`config.mk`:
```
export PLATFORM = sky130hd
export DESIGN_NAME = fifo_wr_packer
export DESIGN_NICKNAME = d
export VERILOG_FILES = /design/src/rtl/fifo_wr_packer_pkg.sv /design/src/rtl/fifo_wr_packer.sv
export SDC_FILE = /design/constraint.sdc
export NUM_CORES = 1
export LEC_CHECK = 0
export ABC_AREA = 1
export BUFFER_PORTS_ARGS = -buffer_cell sky130_fd_sc_hd__buf_4
export CAP_MARGIN = 20
export CORE_UTILIZATION = 50
export DETAILED_ROUTE_END_ITERATION = 12
export PLACE_DENSITY_LB_ADDON = 0.05
export SLEW_MARGIN = 20
export SYNTH_ARGS = -nofsm -noshare
export SYNTH_HDL_FRONTEND = slang
export SYNTH_SLANG_ARGS = --single-unit
```
`constraint.sdc`:
```
create_clock -name wrclk -period 1.7 [get_ports wrclk]
set_clock_uncertainty 0.05 [all_clocks]
set_input_delay 0.51 -clock wrclk [delete_from_list [all_inputs] [get_ports wrclk]]
set_output_delay 0.51 -clock wrclk [all_outputs]
set_load 0.005 [all_outputs]
```
`src/rtl/fifo_wr_packer_pkg.sv`:
```
// Shared types and defaults for the byte-to-word FIFO write packer.
package fifo_wr_pkg;

    typedef enum logic [1:0] {
        ST_EVEN  = 2'd0,
        ST_ODD   = 2'd1,
        ST_TRAIL = 2'd2
    } state_t;

    localparam int          MARGIN_DEFAULT = 4;
    localparam logic [7:0]  PAD_DEFAULT    = 8'h00;
    localparam int          TRAILER_W      = 16;

endpackage

```
`src/rtl/fifo_wr_packer.sv`:
```
// Packs a framed byte stream into 16-bit FIFO words, appends a byte-count
// trailer per frame, and throttles the source on FIFO almost-full.
module fifo_wr_packer
    import fifo_wr_pkg::*;
#(
    parameter int         SHENBIT = 11,
    parameter int         MARGIN  = MARGIN_DEFAULT,
    parameter logic [7:0] PAD     = PAD_DEFAULT
) (
    input  logic               wrclk,
    input  logic               aclr,
    input  logic [7:0]         s_data,
    input  logic               s_valid,
    input  logic               s_last,
    output logic               s_ready,
    input  logic [SHENBIT-1:0] wrusedw,
    input  logic               wrfull,
    output logic               wrreq,
    output logic [15:0]        data,
    output logic [15:0]        frame_cnt,
    output logic               ovf_err,
    input  logic               clr_err
);

    localparam logic [SHENBIT:0] AF_LEVEL = (SHENBIT + 1)'((1 << SHENBIT) - MARGIN);

    state_t                 r_state;
    state_t                 w_state_nxt;
    logic [7:0]             r_hold;
    logic [TRAILER_W-1:0]   r_byte_cnt;
    logic                   r_wrreq;
    logic [15:0]            r_data;
    logic [15:0]            r_frame_cnt;
    logic                   r_ovf_err;

    logic                   w_almost_full;
    logic                   w_accept;
    logic                   w_emit;
    logic                   w_trailer;
    logic [15:0]            w_word;

    assign w_almost_full = wrfull || ({1'b0, wrusedw} >= AF_LEVEL);
    // Gated by aclr so the source sees no ready while the block is held in reset.
    assign s_ready       = aclr && !w_almost_full && (r_state != ST_TRAIL);
    assign w_accept      = s_valid && s_ready;

    // NOTE: sequential state uses non-blocking assignments so every flop samples pre-edge values.
    always_ff @(posedge wrclk or negedge aclr) begin
        if (!aclr) r_state <= ST_EVEN;
        else       r_state <= w_state_nxt;
    end

    always_comb begin
        // NOTE: default every output first so no path through the case infers a latch.
        w_state_nxt = r_state;
        case (r_state)
            ST_EVEN:  if (w_accept) w_state_nxt = s_last ? ST_TRAIL : ST_ODD;
            ST_ODD:   if (w_accept) w_state_nxt = s_last ? ST_TRAIL : ST_EVEN;
            ST_TRAIL: if (!w_almost_full) w_state_nxt = ST_EVEN;
            default:  w_state_nxt = ST_EVEN;
        endcase
    end

    always_comb begin
        w_emit    = 1'b0;
        w_trailer = 1'b0;
        w_word    = r_data;
        case (r_state)
            ST_EVEN: if (w_accept && s_last) begin
                w_emit = 1'b1;
                w_word = {s_data, PAD};
            end
            ST_ODD: if (w_accept) begin
                w_emit = 1'b1;
                w_word = {r_hold, s_data};
            end
            ST_TRAIL: if (!w_almost_full) begin
                w_emit    = 1'b1;
                w_trailer = 1'b1;
                w_word    = r_byte_cnt;
            end
            default: ;
        endcase
    end

    always_ff @(posedge wrclk or negedge aclr) begin
        if (!aclr) begin
            r_hold      <= '0;
            r_byte_cnt  <= '0;
            r_wrreq     <= 1'b0;
            r_data      <= '0;
            r_frame_cnt <= '0;
            r_ovf_err   <= 1'b0;
        end else begin
            r_wrreq <= w_emit;
            if (w_emit) r_data <= w_word;
            if (w_accept && (r_state == ST_EVEN) && !s_last) r_hold <= s_data;
            if (w_trailer) begin
                r_byte_cnt  <= '0;
                r_frame_cnt <= r_frame_cnt + 16'd1;
            end else if (w_accept) begin
                r_byte_cnt  <= r_byte_cnt + 1'b1;
            end
            // Overflow is judged on the word currently presented to the FIFO; set beats clear.
            if (r_wrreq && wrfull) r_ovf_err <= 1'b1;
            else if (clr_err)      r_ovf_err <= 1'b0;
        end
    end

    assign wrreq     = r_wrreq;
    assign data      = r_data;
    assign frame_cnt = r_frame_cnt;
    assign ovf_err   = r_ovf_err;

endmodule

```
==> flow_summary.ini <==
[outcome]
run_status = finished with violations
failed_checks = negative setup slack

[logic_synthesis]
synth_mux_area_share_pct = 0
synth.net_count = 449
synth_flop_cell = sky130_fd_sc_hd__dfrtp_1
synthesis.instances = 418
synth_adder_area_share_pct = 2.28
synth.top_cell.area_share_pct = 45.6
asyncSetResetFlopFracSynth_pct = 100
synth_enable_flop_cells = 0
synth-seq-area-share_pct = 45.6
most_frequent_cell_after_synthesis = sky130_fd_sc_hd__nand2_1
yosys.area_share.simple_pct = 33.5
post_synth_xor_area_fraction_pct = 4.26
combinational_family_with_the_most_area_after_synthesis = simple AND/OR/NAND/NOR gates
synth_top_cells_by_area = sky130_fd_sc_hd__dfrtp_1, sky130_fd_sc_hd__nand2_1, sky130_fd_sc_hd__a21oi_1, sky130_fd_sc_hd__inv_1, sky130_fd_sc_hd__nand4_1
count_of_cell_types_in_the_netlist = 30
synth_top_cell_by_area = sky130_fd_sc_hd__dfrtp_1
compound_gate_portion_of_the_synthesized_area_pct = 7.46
synthTopCellsByCount = sky130_fd_sc_hd__nand2_1, sky130_fd_sc_hd__dfrtp_1, sky130_fd_sc_hd__inv_1, sky130_fd_sc_hd__a21oi_1, sky130_fd_sc_hd__nor2_1
synth.yosys.warnings = 0
cell_area_after_synthesis_um2 = 3290
synth-seq-cells = 60
post_synth.cell_area_avg_um2 = 7.87

[worst_setup_path]
cp_startpoint_kind = register
setup.worst_path.end_class = output port
worstPathArrival_ps = 1270
critPathRequiredTime_ps = 1140
crit_path_max_fanout = 2
worst-setup-path-type = register to output port

[sta]
tightestPinTransition_ps = 753
timing.final.ws_setup_ps = -134
report.final.hold_viol_count = 0
finalSetupViolCount = 34
report.final.slew_viol_count = 0
timing.slew.headroom_pct = 49.8
timing.final.crit_share_pct = 108
rsz0062_at_grt = true
final.min_clock_period_ps = 1830
fin_tns_setup_ps = -2020
maxClockFrequency_mhz = 545

[layout]
finish.utilization_pct = 71.5
n_antenna_cell = 0
fillCellCount = 487
post_route_cells_drive_above_1_share_pct = 32.6
layout_nets = 547
area.growth.synth_to_final_pct = 38.0

[cts]
h-tree-depth = 3
number_of_cts_inserted_buffers = 9
clock_sink_count = 60
cts_hold_buffers = 0
clk_transition_reported_paths_ps = 70
clk-insertion-delay-late_ps = 360
cts_tree = yes
clock_path_buffers = 2
cts-root-buf = sky130_fd_sc_hd__clkbuf_8

[grt]
globalRouteOverflowTotal = 0
grt_start_max_net_pins = 61
first_pass_grt_wire_length_mm = 13.7
globalRouteTotalUtil_pct = 24.8
antenna_found_initial = 0
vias_in_the_first_global_route = 3058

[run]
cap_violations = 0

[drt]
detailroute.via_count = 3074
drt_wl_total_mm = 8.04
drt-vias-per-instance = 5.14
drc_violation_count_after_routing = 0
route.antenna.remaining_nets = 0
detailedRoute.firstIterationViolations = 114
drt_pre_antenna_iters = 4
avgRoutedWirePerCell_um = 13.4

[floorplan]
die-area_um2 = 6910
die-height_um = 83.1
row_count = 29
initial_core_util_pct = 51.8
core_um2 = 6350
die_width_um = 83.1
design.portCount = 60

[power_and_ir_drop]
power_density_nw_per_um2 = 1340
power.static_leakage_nw = 2.28
max-vdd-ir-drop_mv = 0.880

[hold_path]
holdCritPathClass = input port to asynchronous set/reset pin

[placed_design]
hpwl_mm = 5.57
io_buffers = 57
gpl.final_weighted_congestion = 0.798
## worst paths after layout
check                           start            end  slack, ps  cells after the start
hold / removal                   aclr        ovf_err        260                      2
min in group wrclk            clr_err        ovf_err        300                      2
hold reg to reg              data[14]       data[14]        430                      2
max in group asynchronous        aclr  frame_cnt[13]        840                      2
setup / recovery           r_state[0]        s_ready       -130                      6
setup reg to reg           r_state[1]        data[8]        -90                     11
## state kept, by name, summed over array words and instances (netlist names)
register    count
frame_cnt      16
r_hold          8
ovf_err         1
r_state         2
data           16
wrreq           1
r_byte_cnt     16
## kinds of logic (layout without fill, tap and decap cells)
group                    count (synthesis)  count (layout)
AO/OA/AOI/OAI                           49              49
buffers and inverters                   51             153
flip-flops                              60              60
AND/OR/NAND/NOR                        236             237
XOR/XNOR                                16              16
adder cells (fa/ha/maj)                  6               6
## metal layers
layer / share of wire, % / vias to the layer above / global-route usage [%] / wire length [um]
met1: 44 / 1443 / 32.5 / 3570
met3: 4.0 / 15 / 5.77 / 324
met2: 50 / 70 / 39.8 / 4020
li1: - / 1546 / - / -
met5: 0 / - / 0 / 0
met4: 1.6 / 0 / 9.56 / 127
## metrics by stage
| stage | worst slack (ps) | hold WS [ps] | power, mW | instances | instance area, um^2 |
|---|---|---|---|---|---|
| finish | -134 | 264 | 6.07 | 598 | 4540 |
| global route | -206 | 313 | 6.48 | 598 | 4540 |
| CTS | -166 | 297 | 5.94 | 595 | 4370 |
| detailed placement | -225 | 409 | 4.33 | 572 | 4030 |
| global placement | -163 | 407 | 4.28 | 572 | 4030 |
| floorplan | -38.5 | 164 | 3.33 | 418 | 3300 |
## worst max-delay path: stages (launching register included)
cell	delay (ps)
sky130_fd_sc_hd__dfrtp_1	370
sky130_fd_sc_hd__inv_2	60
sky130_fd_sc_hd__ha_4	170
sky130_fd_sc_hd__nor2_8	100
sky130_fd_sc_hd__nand3_4	70
sky130_fd_sc_hd__inv_2	60
sky130_fd_sc_hd__buf_6	80
## repair_timing
item,in CTS,in global routing
gates resized for setup,18,43
setup buffers,6,2
pin swaps,9,16
setup endpoints to repair,24,51
endpoints found under the hold margin,0,0
gates cloned,1,1
## where the power goes
group | leakage, nW | switching, mW | total (mW) | internal, mW
Clock | 0.116 | 0.610 | 1.47 | 0.864
Combinational | 1.37 | 1.24 | 2.43 | 1.18
Sequential | 0.798 | 0.336 | 2.17 | 1.83
## layout make-up
cell class	instances	area, um^2	area share, %
inverter	37	143	3.14
clock buffer	10	138	3.03
multi-input combinational	308	1730	38.0
clock inverter	6	87.6	1.93
tap	77	96.3	2.12
sequential	60	1500	33.1
timing repair buffer	100	847	18.7
## placed cells by master (no fill, tap or decap), drive strengths merged
| master | count |
|---|---|
| nand4 | 22 |
| xor2 | 9 |
| nand2 | 143 |
| nor4 | 2 |
| nand3 | 18 |
| dfrtp | 60 |
| nor2 | 42 |
| bufinv | 2 |
| nor3b | 1 |
| xnor2 | 7 |
| clkinv | 5 |
| o21ai | 15 |
| nor3 | 9 |
| buf | 99 |
| a21oi | 34 |
| ha | 6 |
| clkinvlp | 1 |
| inv | 35 |
| clkbuf | 11 |
No activity file was read; power rests on OpenSTA's default activity.
